## src/rtl/uart_defs.sv

```systemverilog
// Shared UART definitions: FSM state encodings, default bit timing and the
// parity helper. The parity-enable switch is the macro UART_RX_PARITY_EN;
// when it is defined the PARITY state exists and frames carry an even-parity bit.
package uart_defs;

  localparam int CLKS_PER_BIT_DEFAULT = 16;

  typedef enum logic [2:0] {
    ST_IDLE      = 3'd0,
    ST_START     = 3'd1,
    ST_DATA      = 3'd2,
`ifdef UART_RX_PARITY_EN
    ST_PARITY    = 3'd3,
`endif
    ST_STOP      = 3'd4,
    ST_WAIT_HIGH = 3'd5
  } uart_state_t;

  // Even parity: the parity bit that makes the total count of ones even.
  function automatic logic even_parity(input logic [7:0] d);
    return ^d;
  endfunction

endpackage

```

## src/rtl/uart_bit_timer.sv

```systemverilog
// Clearable bit-cycle counter with half-bit and full-bit terminal flags.
// The count holds at the full-bit terminal value until cleared, so it never wraps.
module uart_bit_timer #(
  parameter int CLKS_PER_BIT = 16
) (
  input  logic clk,
  input  logic rst,
  input  logic clr,
  output logic half_hit,
  output logic full_hit
);

  localparam logic [15:0] HALF_LAST = 16'(CLKS_PER_BIT / 2 - 1);
  localparam logic [15:0] FULL_LAST = 16'(CLKS_PER_BIT - 1);

  logic [15:0] count;

  // Count clock cycles within the current bit; clear restarts at zero.
  always_ff @(posedge clk or posedge rst) begin
    if (rst) begin
      count <= 16'd0;
    end else if (clr) begin
      count <= 16'd0;
    end else if (count != FULL_LAST) begin
      count <= count + 16'd1;
    end else begin
      count <= count;
    end
  end

  assign half_hit = (count == HALF_LAST);
  assign full_hit = (count == FULL_LAST);

endmodule

```

## src/rtl/uart_rx_fsm.sv

```systemverilog
// UART receiver: 2-flop synchronizer, bit-timed sampling FSM, registered
// status pulses. Optional even parity is enabled by defining UART_RX_PARITY_EN.
module uart_rx_fsm
  import uart_defs::*;
#(
  parameter int CLKS_PER_BIT = CLKS_PER_BIT_DEFAULT
) (
  input  logic       CLK,
  input  logic       RST,
  input  logic       rx,
  output logic [7:0] data_out,
  output logic       data_valid,
  output logic       frame_err,
  output logic       busy
`ifdef UART_RX_PARITY_EN
  ,
  output logic       parity_err
`endif
);

  logic        rx_meta, rx_s;
  uart_state_t state, state_next;
  logic [7:0]  shift, shift_next;
  logic [2:0]  idx, idx_next;
  logic [7:0]  data_next;
  logic        dv_next, fe_next;
  logic        timer_clr, half_hit, full_hit;
`ifdef UART_RX_PARITY_EN
  logic        par_bad, par_bad_next, pe_next;
`endif

  uart_bit_timer #(.CLKS_PER_BIT(CLKS_PER_BIT)) u_timer (
    .clk      (CLK),
    .rst      (RST),
    .clr      (timer_clr),
    .half_hit (half_hit),
    .full_hit (full_hit)
  );

  // Bring the asynchronous line into the clock domain; resets to idle-high.
  always_ff @(posedge CLK or posedge RST) begin
    if (RST) begin
      rx_meta <= 1'b1;
      rx_s    <= 1'b1;
    end else begin
      rx_meta <= rx;
      rx_s    <= rx_meta;
    end
  end

  // State register; busy is registered from the next state so it tracks state exactly.
  always_ff @(posedge CLK or posedge RST) begin
    if (RST) begin
      state <= ST_IDLE;
      busy  <= 1'b0;
    end else begin
      state <= state_next;
      busy  <= (state_next != ST_IDLE);
    end
  end

  // Next-state decision from the synchronized line and bit-timer flags.
  always_comb begin
    state_next = state;
    case (state)
      ST_IDLE:      if (!rx_s) state_next = ST_START; else state_next = ST_IDLE;
      ST_START:     if (half_hit) state_next = rx_s ? ST_IDLE : ST_DATA;
                    else state_next = ST_START;
`ifdef UART_RX_PARITY_EN
      ST_DATA:      if (full_hit && idx == 3'd7) state_next = ST_PARITY;
                    else state_next = ST_DATA;
      ST_PARITY:    if (full_hit) state_next = ST_STOP; else state_next = ST_PARITY;
`else
      ST_DATA:      if (full_hit && idx == 3'd7) state_next = ST_STOP;
                    else state_next = ST_DATA;
`endif
      ST_STOP:      if (full_hit) state_next = rx_s ? ST_IDLE : ST_WAIT_HIGH;
                    else state_next = ST_STOP;
      ST_WAIT_HIGH: if (rx_s) state_next = ST_IDLE; else state_next = ST_WAIT_HIGH;
      default:      state_next = ST_IDLE;
    endcase
  end

  // Per-state datapath updates and next values of the registered outputs.
  always_comb begin
    timer_clr  = 1'b0;
    shift_next = shift;
    idx_next   = idx;
    data_next  = data_out;
    dv_next    = 1'b0;
    fe_next    = 1'b0;
`ifdef UART_RX_PARITY_EN
    par_bad_next = par_bad;
    pe_next      = 1'b0;
`endif
    case (state)
      ST_IDLE: begin
        timer_clr = 1'b1;
        idx_next  = 3'd0;
`ifdef UART_RX_PARITY_EN
        par_bad_next = 1'b0;
`endif
      end
      ST_START: begin
        if (half_hit) begin
          timer_clr = 1'b1;
          idx_next  = 3'd0;
        end
      end
      ST_DATA: begin
        if (full_hit) begin
          timer_clr       = 1'b1;
          shift_next[idx] = rx_s;
          // Index saturates at 7; the exit is taken there instead of wrapping.
          if (idx != 3'd7) idx_next = idx + 3'd1;
          else idx_next = idx;
        end
      end
`ifdef UART_RX_PARITY_EN
      ST_PARITY: begin
        if (full_hit) begin
          timer_clr    = 1'b1;
          par_bad_next = (rx_s != even_parity(shift));
        end
      end
`endif
      ST_STOP: begin
        if (full_hit) begin
          timer_clr = 1'b1;
          if (!rx_s) begin
            fe_next = 1'b1;
`ifdef UART_RX_PARITY_EN
          end else if (par_bad) begin
            pe_next = 1'b1;
`endif
          end else begin
            dv_next   = 1'b1;
            data_next = shift;
          end
        end
      end
      ST_WAIT_HIGH: timer_clr = 1'b0;
      default:      timer_clr = 1'b1;
    endcase
  end

  // Datapath and status-pulse registers.
  always_ff @(posedge CLK or posedge RST) begin
    if (RST) begin
      shift      <= 8'h00;
      idx        <= 3'd0;
      data_out   <= 8'h00;
      data_valid <= 1'b0;
      frame_err  <= 1'b0;
    end else begin
      shift      <= shift_next;
      idx        <= idx_next;
      data_out   <= data_next;
      data_valid <= dv_next;
      frame_err  <= fe_next;
    end
  end

`ifdef UART_RX_PARITY_EN
  // Parity mismatch flag for the frame in flight and its error pulse.
  always_ff @(posedge CLK or posedge RST) begin
    if (RST) begin
      par_bad    <= 1'b0;
      parity_err <= 1'b0;
    end else begin
      par_bad    <= par_bad_next;
      parity_err <= pe_next;
    end
  end
`endif

endmodule

```

## config.mk

```make
export PLATFORM = sky130hd
export DESIGN_NAME = uart_rx_fsm
export DESIGN_NICKNAME = d
export VERILOG_FILES = /design/src/rtl/uart_defs.sv /design/src/rtl/uart_bit_timer.sv /design/src/rtl/uart_rx_fsm.sv
export SDC_FILE = /design/constraint.sdc
export NUM_CORES = 1
export LEC_CHECK = 0
export ABC_AREA = 1
export CAP_MARGIN = 0
export CORE_MARGIN = 2
export CORE_UTILIZATION = 58
export DETAILED_ROUTE_END_ITERATION = 7
export PLACE_DENSITY = 0.78
export SLEW_MARGIN = 20
export SYNTH_ARGS = -nofsm -noshare
export SYNTH_HDL_FRONTEND = slang
export SYNTH_HIERARCHICAL = 1
export SYNTH_SLANG_ARGS = --single-unit
```

## constraint.sdc

```tcl
create_clock -name CLK -period 2.5 [get_ports CLK]
set_clock_uncertainty 0.15 [all_clocks]
set_input_delay 0.375 -clock CLK [delete_from_list [all_inputs] [get_ports CLK]]
set_output_delay 0.375 -clock CLK [all_outputs]
set_load 0.1 [all_outputs]
```

==> results of run 1 <==
## layout make-up
type                            count  share of cell area (%)
Sequential cell                    43                    42.5
Multi-Input combinational cell    204                    37.3
Inverter                           41                    6.21
Timing Repair Buffer               18                    6.01
Clock buffer                        5                    2.71
Clock inverter                      3                    2.66
Tap cell                           48                    2.36
Timing Repair inverter              1                   0.296
## path summary, 6_finish.rpt
path | from | to | depth (start not counted)
hold reg to reg | rx_meta | rx_s | 0
hold / removal | rx_meta | rx_s | 0
max in group asynchronous | RST | u_timer/count[7] | 2
min in group asynchronous | RST | frame_err | 3
setup / recovery | u_timer/count[1] | u_timer/count[0] | 11
setup reg to reg | u_timer/count[1] | u_timer/count[0] | 11
## sequential cells by signal, summed over array words and instances (netlist names)
register       count
shift              8
u_timer/count     16
state              3
data_valid         1
frame_err          1
data_out           8
idx                3
rx_meta            1
busy               1
rx_s               1
## synthesized netlist by cell type (all sizes together)
master / instances / area share, %
o211ai: 1 / 0.34
clkbuf: 1 / 0.63
nor4: 1 / 0.28
buf: 2 / 0.57
nand4: 3 / 1.5
nor2: 51 / 11
nand3b: 1 / 0.34
nand3: 20 / 4.8
o21ai: 16 / 3.6
inv: 41 / 7.0
dfstp: 2 / 2.4
a21oi: 5 / 1.1
nor3: 4 / 0.91
ha: 3 / 1.7
dfrtp: 41 / 47
nand2: 99 / 18
## critical path: stages, from the launching register on
cell        delay (ns)
dfrtp_1           0.40
ha_1              0.21
nand2_1           0.11
inv_1             0.09
nand2_1           0.06
nor4_2            0.39
nand3_1           0.13
o211ai_1          0.27
clkinvlp_4        0.18
buf_4             0.19
nand3_1           0.09
nand2_1           0.06
## cells by family (layout without fill, tap and decap cells)
group | after synthesis | after routing | share of synthesized area [%]
AO/OA/AOI/OAI | 22 | 22 | 5.12
adder cells (fa/ha/maj) | 3 | 3 | 1.71
buffers and inverters | 44 | 68 | 8.19
flip-flops | 43 | 43 | 49.0
AND/OR/NAND/NOR | 179 | 179 | 35.9
## layer usage
layer / track usage, % / wire length (um) / vias to the layer above / part of all wire (%)
met3: 5.65 / 166 / 5 / 3.9
met5: 0 / 0 / - / 0
li1: - / - / 942 / -
met4: 10.2 / 77 / 0 / 1.8
met2: 34.3 / 1890 / 39 / 45
met1: 30.4 / 2100 / 831 / 50
## through the flow
step | util [%] | power, mW | cell area, sq um | TNS, ns | hold WS [ns]
2_1_floorplan | - | 1.11 | 2200 | 0 | 0.139
4_1_cts | 67.7 | 1.82 | 2480 | 0 | 0.211
3_5_place_dp | 64.0 | 1.17 | 2340 | 0 | 0.199
6_report | 69.4 | 1.88 | 2540 | 0 | 0.209
5_1_grt | 69.4 | 1.97 | 2540 | -0.0222 | 0.212
3_3_place_gp | 64.0 | 1.16 | 2340 | 0 | 0.196
## report_power, final
| group | switching [mW] | internal, mW |
|---|---|---|
| sequential | 0.0486 | 0.746 |
| combinational | 0.297 | 0.141 |
| clock | 0.247 | 0.398 |
| total | 0.593 | 1.29 |
## what timing repair did
action                                  CTS  global route
endpoints found under the setup margin    0            16
resized for setup                         0             4
setup buffers                             0             4
==> summary.md, run 1 <==
| Metric | Value |
|---|---|
| Status | complete, no violations |
| Chip Height | 65.6 um |
| Port bufs | 13 |
| Pleak | roughly 1.3 nW |
| Final Hold Fails | 0 |
| Clock-pin slew on the worst setup and hold paths | 0.08 ns |
| Worst-Margin Slew | ~0.65 ns |
| Starting density of the core | between 60% and 70% |
| Aggregate global routing overflow | 0 |
| Largest net degree at the start of global routing | 28 |
| Post-synthesis cell type count | 24 |
| Final ANT Viol Nets | 0 |
| Critical path arrival | 2.48 ns |
| Fill cells | 286 |
| Commonest non-fill, non-tap cell in the layout | nand2_1 |
| Max-Cap Viols | 0 |
| # diodes | 0 |
| Critical-path maximum fanout | 7 |
| Setup WS post-layout | ~0.064 ns |
| DR vias | 1817 |
| Placed instance count | 350 |
| Synth Register Bits | 43 |
| Number of buffers on the longest clock path | 2 |
| Detailed Routing Iterations Pass 1 | 4 |
| Drt drc | 0 |
| Power per cell area | between 700 and 800 mW/mm^2 |
| Row count | 22 |
| Global-route wire length before repair | approximately 7200 um |
| Nature of the critical path endpoint | register |
| Req. time, crit path | between 2 and 3 ns |
| I/O Pins | 14 |
| Place WS | about 0.083 ns |
| Sequential-to-total area share from yosys stat | 49.0% |
| Hpwl dp | 2850 um |
| Tightest Hold Check Type | reg2reg |
| Wirelength, routed | between 4000 and 5000 um |
| Final period utilization | between 90% and 100% |
| Initial antenna violation count | 0 |
| Seq. cell area | ~0.0011 sq mm |
| Area of the multi-input gates | about 950 sq um |
| Share of post-route cells with drive strength above 1 | roughly 17% |
| Mapped Avg Cell Area | 7.56 sq um |
| Die X | 65.6 um |
| H-tree level count | 2 |
| CTS Hold Buffers Added | 0 |
| Die Area | roughly 0.0043 sq mm |
| CTS Root Cell | clkbuf_8 |
| All-Layer GR Usage | 22.5% |
| Worst IR Drop VDD | 535 uV |
| Setup crit start kind | register |
| Placeable Area | around 0.0037 sq mm |
| Fin nets | between 300 and 400 |
| Final Slew Violations | 0 |
| TritonCTS clock tree | built |
| Final Critical Period | about 2.4 ns |
| Commonest non-fill, non-tap cells in the layout | 93 x nand2_1, 43 x nor2_1, 41 x dfrtp_1 |
| Final setup fails | 0 |
| Initial DRC count | 167 |
| Post-Synthesis Cells | 291 |
| Via density | approximately 5.0 |
| Flop2flop setup slack | around 0.064 ns |
| Syn Nets | about 300 |
| Yosys Warn Count | 6 |
| P&R area growth vs syn | 15.5% |
| Sink Count | between 40 and 50 |
| Num CTS Buffers | 5 |
| Wirelength per Cell | between 10 and 15 um |
| Vias in the first global route | roughly 1600 |
| Clk_lat worst skew | 0.30 ns |
| Slew HR | a little under three fifths |
| Placer Congestion | roughly 0.86 |
| Mapped Area | about 0.0022 sq mm |
| Crit path kind | reg2reg |
| Non-filler instance count after layout | approximately 360 |
| FMAX | roughly 410 MHz |
No activity file was read; power rests on OpenSTA's default activity.
==> run 2, diff against run 1 <==
REMOVE_ABC_BUFFERS = 1   (was unset)
SETUP_SLACK_MARGIN = 0.3   (was unset)
==> run 2 against run 1 <==
Via count up 0.50%. Worst hold slack worse by 0.00067 ns. Power decreased by 4.5%. Register-to-register slack improved by 0.30 ns. Non-clock buffer count increased by 7.
==> summary.md, run 2 (synthesis results as in run 1) <==
| Metric | Value |
|---|---|
| Status | complete, no violations |
| Sink Count | 43 (unchanged) |
| Slowest stage delay, CP | 0.42 ns (+0.02 ns) |
| Setup TNS | 0 ns (unchanged) |
| Worst Path Buf+Inv | 4 (+1) |
| Largest Register | u_timer/count |
| Initial antenna violation count | 0 (unchanged) |
| Critical-path maximum fanout | 7 (unchanged) |
| Fin nets | 327 (+2.2%) |
| Vias in the first global route | 1592 (-2.5%) |
| Die X | 65.6 um (unchanged) |
| Max reg flops | 16 (unchanged) |
| Req. time, crit path | 2.54 ns (about the same) |
| Area of the multi-input gates | 0.00100 sq mm (+5.9%) |
| DR vias | 1826 (+0.50%) |
| Num CTS Buffers | 5 (unchanged) |
| Placer Congestion | 0.846 (-1.6%) |
| Place WS | 0.129 ns (+0.0459 ns) |
| Hpwl dp | 2840 um (-0.22%) |
| Flop2flop setup slack | 0.36 ns (+0.30 ns) |
| Biggest regs | u_timer/count (16), data_out (8), shift (8) |
| Clock share of power | 30.0% (-4.3 points) |
| Via density | 4.94 (-1.4%) |
| Wirelength, routed | 4190 um (-1.2%) |
| Worst IR Drop VDD | 479 uV (-10%) |
| Worst r2r path cells | 13 (+2) |
| Setup crit start kind | register |
| Number of buffers on the longest clock path | 2 (unchanged) |
| Final Slew Violations | 0 (unchanged) |
| Reg2reg end | u_timer/count[1] |
| Placeable Area | 0.00366 sq mm (unchanged) |
| Drt drc | 0 (unchanged) |
| Clk_lat worst skew | 0.30 ns (about the same) |
| TritonCTS clock tree | built |
| Starting density of the core | 60.1% (unchanged) |
| Crit path kind | reg2reg |
| Final period utilization | 85.5% (-12 points) |
| # diodes | 0 (unchanged) |
| Port bufs | 13 (unchanged) |
| Final ANT Viol Nets | 0 (unchanged) |
| CP delay by family, top | simple AND/OR/NAND/NOR gates |
| Max-Cap Viols | 0 (unchanged) |
| Pleak | 1.40 nW (+4.5%) |
| Critical path arrival | 2.18 ns (-0.30 ns) |
| FMAX | 468 MHz (+14%) |
| WP depth | 13 (+2) |
| Power per cell area | 685 mW/mm^2 (-7.3%) |
| Final Critical Period | 2.14 ns (-0.300 ns) |
| Seq pwr share | 44.9% (+2.6 points) |
| Critical Path Slowest Stage Cell | dfrtp_2 |
| Die Area | 0.00430 sq mm (unchanged) |
| Commonest non-fill, non-tap cell in the layout | nand2_1 |
| Worst Setup SP | u_timer/count[0] |
| Wirelength per Cell | 11.3 um (-3.0%) |
| CP Capture Point | u_timer/count[1] |
| H-tree level count | 2 (unchanged) |
| Sw frac | 32.9% (+1.3 points) |
| RSZ-0062 raised after global routing | false |
| Final setup fails | 0 (unchanged) |
| Internal power | 1.20 mW (-6.4%) |
| Tightest Hold Check Type | reg2reg |
| Worst-Margin Slew | 0.635 ns (-0.0119 ns) |
| CTS Hold Buffers Added | 0 (unchanged) |
| Initial DRC count | 156 (-6.6%) |
| All-Layer GR Usage | 21.5% (-0.99 points) |
| Fill cells | 280 (-2.1%) |
| Share of post-route cells with drive strength above 1 | 20.8% (+4.3 points) |
| Commonest non-fill, non-tap cells in the layout | 92 x nand2_1, 40 x nor2_1, 40 x dfrtp_1 |
| Detailed Routing Iterations Pass 1 | 4 (unchanged) |
| Setup WS post-layout | 0.364 ns (+0.300 ns) |
| R2r startpoint | u_timer/count[0] |
| Crit-path cells | ha_4 > nand2_2 > nor2_4 > inv_2 > nor2_4 > nand2_4 > inv_4 > nand2_1 > o211ai_1 > clkinvlp_4 > buf_6 > nand3_1 > nand2_1 |
| Seq. cell area | 0.00108 sq mm (+0.12%) |
| Row count | 22 (unchanged) |
| Aggregate global routing overflow | 0 (unchanged) |
| Largest net degree at the start of global routing | 28 (unchanged) |
| Nature of the critical path endpoint | register |
| Final Hold Fails | 0 (unchanged) |
| Slew HR | 57.6% (+0.79 points) |
| CTS Root Cell | clkbuf_8 |
| Chip Height | 65.6 um (unchanged) |
| Global-route wire length before repair | 7110 um (-1.7%) |
| Combinational power share | 25.2% (+1.8 points) |
| I/O Pins | 14 (unchanged) |
| P&R area growth vs syn | 18.9% |
| Clock-pin slew on the worst setup and hold paths | 0.08 ns (about the same) |
| Psw | 590 uW (-0.45%) |
## run 2: changes by cell type in the layout (fill, tap and decap cells not counted), sizes merged
| cell | change |
|---|---|
| buf | +7 |
| clkinvlp | -2 |
| inv | +1 |
| bufinv | -1 |
| clkinv | +2 |
## run 2: area by class of cell
| class | instances | share of cell area, % |
|---|---|---|
| timing repair buffer | 25 | 7.51 |
| clock buffer | 5 | 2.63 |
| multi-input combinational | 204 | 38.4 |
| sequential | 43 | 41.3 |
| timing repair inverter | 1 | 0.287 |
| tap | 48 | 2.30 |
| inverter | 41 | 5.98 |
| clock inverter | 3 | 1.67 |
## run 2: worst min path at each step
stage,depth (start not counted),end,startpoint,slack (ns)
5_1_grt,0,rx_s,rx_meta,0.21
4_1_cts,0,rx_s,rx_meta,0.21
3_5_place_dp,0,rx_s,rx_meta,0.20
2_1_floorplan,1,u_timer/count[0],RST,0.14
3_3_place_gp,0,rx_s,rx_meta,0.20
6_report,0,rx_s,rx_meta,0.21
## run 2: through the flow
stage	hold WS, ns	total power, mW	instance area [sq um]	instances	util, %
2_1_floorplan	0.139	1.08	2170	288	-
3_3_place_gp	0.195	1.16	2350	351	64.2
3_5_place_dp	0.197	1.17	2350	351	64.2
4_1_cts	0.209	1.71	2470	359	67.5
5_1_grt	0.211	1.89	2620	370	71.5
6_report	0.209	1.79	2620	370	71.5
## run 2: power by group through the flow
| stage | combinational [mW] | clock, mW | sequential (mW) |
|---|---|---|---|
| after global placement | 0.354 | 0 | 0.806 |
| after floorplan | 0.241 | 0 | 0.843 |
| final | 0.452 | 0.537 | 0.804 |
| after detailed placement | 0.365 | 0 | 0.806 |
| after CTS | 0.368 | 0.553 | 0.793 |
| after global routing | 0.501 | 0.580 | 0.814 |
## run 2: routing by layer
layer	global-route usage [%]	vias to the layer above	routed length (um)
met2	32.8	45	1850
met4	7.03	0	85
li1	-	957	-
met3	5.14	10	222
met5	0	-	0
met1	30.4	814	2040
## run 2: repair_timing
item / in CTS / in global routing
resized for setup: 3 / 17
cloned: 0 / 1
setup endpoints to repair: 15 / 36
buffers inserted: 0 / 10
pin swaps: 0 / 6
==> run 3, diff against run 2 <==
ABC_AREA = unset   (was 1)
CORE_MARGIN = unset   (was 2)
CORE_UTILIZATION = 30   (was 58)
PLACE_DENSITY = unset   (was 0.78)
==> run 3 against run 2 <==
Synthesized cell count fell by 33%. Critical endpoint is now u_timer/count[13]. Sequential cell count did not move. Combinational power grew 62%. Clock-buffer cell count unchanged. Worst hold slack improved by 0.00087 ns. Largest power group unchanged. Area after synthesis fell by 2.8%. Die area is 74% higher. The flow now finishes with violations (setup timing). Via count fell by 6.4%. Utilization decreased by 27 points.
==> summary.md, run 3 <==
| Metric | Value |
|---|---|
| Count leader, synth | dfrtp_1 |
| Synth area leader | dfrtp_1 |
| Synth Register Bits | 43 (unchanged) |
| Worst Setup SP | u_timer/count[7] |
| Seq pwr share | 41.6% (-3.3 points) |
| Psw | 698 uW (+18%) |
| CTS Hold Buffers Added | 0 (unchanged) |
| Worst hold margin | 0.210 ns (+0.000870 ns) |
| Largest Register | u_timer/count |
| Flop2flop setup slack | -0.19 ns (-0.56 ns) |
| Critical-path maximum fanout | 8 (+1) |
| Crit path kind | reg2reg |
| FMAX | 371 MHz (-21%) |
| Clock-pin slew on the worst setup and hold paths | 0.09 ns (about the same) |
| Clk_lat worst skew | 0.29 ns (about the same) |
| Wirelength per Cell | 13.8 um (+21%) |
| Critical path arrival | 2.73 ns (+0.55 ns) |
| Clock share of power | 22.1% (-7.9 points) |
| Max-Cap Viols | 0 (unchanged) |
| Global-route wire length before repair | 7610 um (+7.1%) |
| Post-synth EDFFs | 0 (unchanged) |
| Post-synthesis cell type count | 48 (+100%) |
| Setup TNS | -2.13 ns (-2.13 ns) |
| Mapped Area | 0.00214 sq mm (-2.8%) |
| Slew HR | 55.6% (-2.0 points) |
| Post-Synthesis Cells | 194 (-33%) |
| Setup WS post-layout | -0.193 ns (-0.557 ns) |
| Biggest regs | u_timer/count (16), data_out (8), shift (8) |
| Worst IR Drop VDD | 292 uV (-39%) |
| Max reg flops | 16 (unchanged) |
| Post-layout util | 44.1% (-27 points) |
| Fin nets | 254 (-22%) |
| Num CTS Buffers | 5 (unchanged) |
| CP Capture Point | u_timer/count[13] |
| Synth top cells by count | 41 x dfrtp_1, 11 x a21oi_1, 11 x inv_1 |
| Sw frac | 34.7% (+1.8 points) |
| DR vias | 1709 (-6.4%) |
| Combinational power share | 36.3% (+11 points) |
| Failing checks | setup timing |
| H-tree level count | 2 (unchanged) |
| Placeable Area | 0.00683 sq mm (+87%) |
| Die X | 86.4 um (+32%) |
| Top cells by area, synth | dfrtp_1 48%, mux2_1 5.3%, mux2_2 5.3% |
| Final ANT Viol Nets | 0 (unchanged) |
| Number of buffers on the longest clock path | 2 (unchanged) |
| Fill cells | 649 (+130%) |
| Critical Path Slowest Stage Cell | or4_4 |
| Nature of the critical path endpoint | register |
| Row count | 30 (+36%) |
| R2r startpoint | u_timer/count[7] |
| Internal power | 1.32 mW (+9.4%) |
| P&R area growth vs syn | 41.0% |
| Worst r2r path cells | 8 (-5) |
| Slowest stage delay, CP | 0.54 ns (+0.12 ns) |
| Final Slew Violations | 0 (unchanged) |
| Drt drc | 0 (unchanged) |
| All-Layer GR Usage | 13.1% (-8.4 points) |
| Placed instance count | 322 (-8.3%) |
| Setup crit start kind | register |
| Starting density of the core | 31.3% (-29 points) |
| Fraction of registers with async set/reset | 100% (unchanged) |
| Initial DRC count | 90 (-42%) |
| Yosys Warn Count | 6 (unchanged) |
| Share of the synthesized area in the top cell type | 48.0% (+1.4 points) |
| CTS Root Cell | clkbuf_8 |
| Sink Count | 43 (unchanged) |
| Worst-Margin Slew | 0.666 ns (+0.0305 ns) |
| Power per cell area | 668 mW/mm^2 (-2.5%) |
| Placer Congestion | 0.755 (-11%) |
| Status | finished with violations |
| Initial antenna violation count | 0 (unchanged) |
| RSZ-0062 raised after global routing | true |
| Final setup fails | 19 (+19) |
| Commonest non-fill, non-tap cells in the layout | 41 x dfrtp_1, 41 x buf_4, 16 x mux2_4 |
| Hpwl dp | 2810 um (-1.1%) |
| Non-filler instance count after layout | 345 (-6.8%) |
| Wirelength, routed | 4740 um (+13%) |
| Tightest Hold Check Type | reg2reg |
| Largest net degree at the start of global routing | 28 (unchanged) |
| Share of post-route cells with drive strength above 1 | 46.6% (+26 points) |
| Via density | 4.95 (+0.37%) |
| Pleak | 1.35 nW (-3.4%) |
| Req. time, crit path | 2.53 ns (about the same) |
| I/O Pins | 14 (unchanged) |
| Power Total | 2.01 mW (+12%) |
| Chip Height | 86.4 um (+32%) |
| Vias in the first global route | 1605 (+0.82%) |
| Crit-path cells | or4_4 > or3_4 > nor3b_4 > nand2b_1 > a31oi_4 > buf_6 > nor2_1 > mux2_4 |
| TritonCTS clock tree | built |
| Final Critical Period | 2.69 ns (+0.557 ns) |
| # diodes | 0 (unchanged) |
| Aggregate global routing overflow | 0 (unchanged) |
| Port bufs | 13 (unchanged) |
| Final Hold Fails | 0 (unchanged) |
| Post-synth top flop | dfrtp_1 |
| Final period utilization | 108% (+22 points) |
| Detailed Routing Iterations Pass 1 | 4 (unchanged) |
| Sequential-to-total area share from yosys stat | 50.5% (+1.4 points) |
| Mapped Avg Cell Area | 11.0 sq um (+46%) |
| Die Area | 0.00746 sq mm (+74%) |
| Reg2reg end | u_timer/count[13] |
## run 3: area by class of cell
cell class	count	area [sq um]	share of cell area [%]
timing repair buffer	55	463	15.4
tap	96	120	3.99
clock buffer	5	68.8	2.28
inverter	11	41.3	1.37
clock inverter	3	20.0	0.664
multi-input combinational	132	1220	40.6
sequential	43	1080	35.8
## run 3: critical path: cells and delay by family, from the launching register on
family / cells / cell delay, ns
AND/OR/NAND/NOR: 5 / 1.34
flip-flops: 1 / 0.38
multiplexers: 1 / 0.25
buffers and inverters: 1 / 0.18
AO/OA/AOI/OAI: 1 / 0.28
## run 3: how the worst min path moves through the flow
stage             from               end  cells past startpoint  slack, ns
6_report       rx_meta              rx_s                      0       0.21
2_1_floorplan      RST  u_timer/count[0]                      1       0.14
3_5_place_dp   rx_meta              rx_s                      0       0.20
5_1_grt        rx_meta              rx_s                      0       0.22
4_1_cts        rx_meta              rx_s                      0       0.21
3_3_place_gp   rx_meta              rx_s                      0       0.20
## run 3: per-layer routing
metal	track usage, %	part of all wire [%]	vias up
met4	2.73	0	0
li1	-	-	816
met1	16.9	45	870
met2	22.7	52	23
met5	0	0	-
met3	2.86	2.9	0
## run 3: per-stage QoR
step                area [sq um]  setup WS (ns)
finish                      3010         -0.193
global route                3010         -0.262
CTS                         2870        -0.0989
detailed placement          2520         -0.135
global placement            2520        -0.0804
floorplan                   2090         -0.838
## run 3: timing repair
item,in CTS,in global routing
cloned,3,0
setup endpoints to repair,38,40
resized for setup,43,25
pin swaps,7,9
setup buffers,7,5
## run 3: power groups by stage
stage | logic (mW) | clock network [mW] | registers, mW
5_1_grt | 0.790 | 0.486 | 0.851
6_report | 0.731 | 0.445 | 0.838
3_5_place_dp | 0.466 | 0 | 0.835
4_1_cts | 0.662 | 0.464 | 0.828
3_3_place_gp | 0.460 | 0 | 0.835
2_1_floorplan | 0.251 | 0 | 0.874
## run 3: cells by family (layout without fill, tap and decap cells)
logic type	count (synthesis)	after routing	share of synthesized area, %
AO/OA/AOI/OAI	28	28	8.14
flip-flops	43	43	50.5
buffers and inverters	19	74	3.98
adder cells (fa/ha/maj)	3	3	1.76
multiplexers	22	22	11.7
AND/OR/NAND/NOR	79	79	23.9
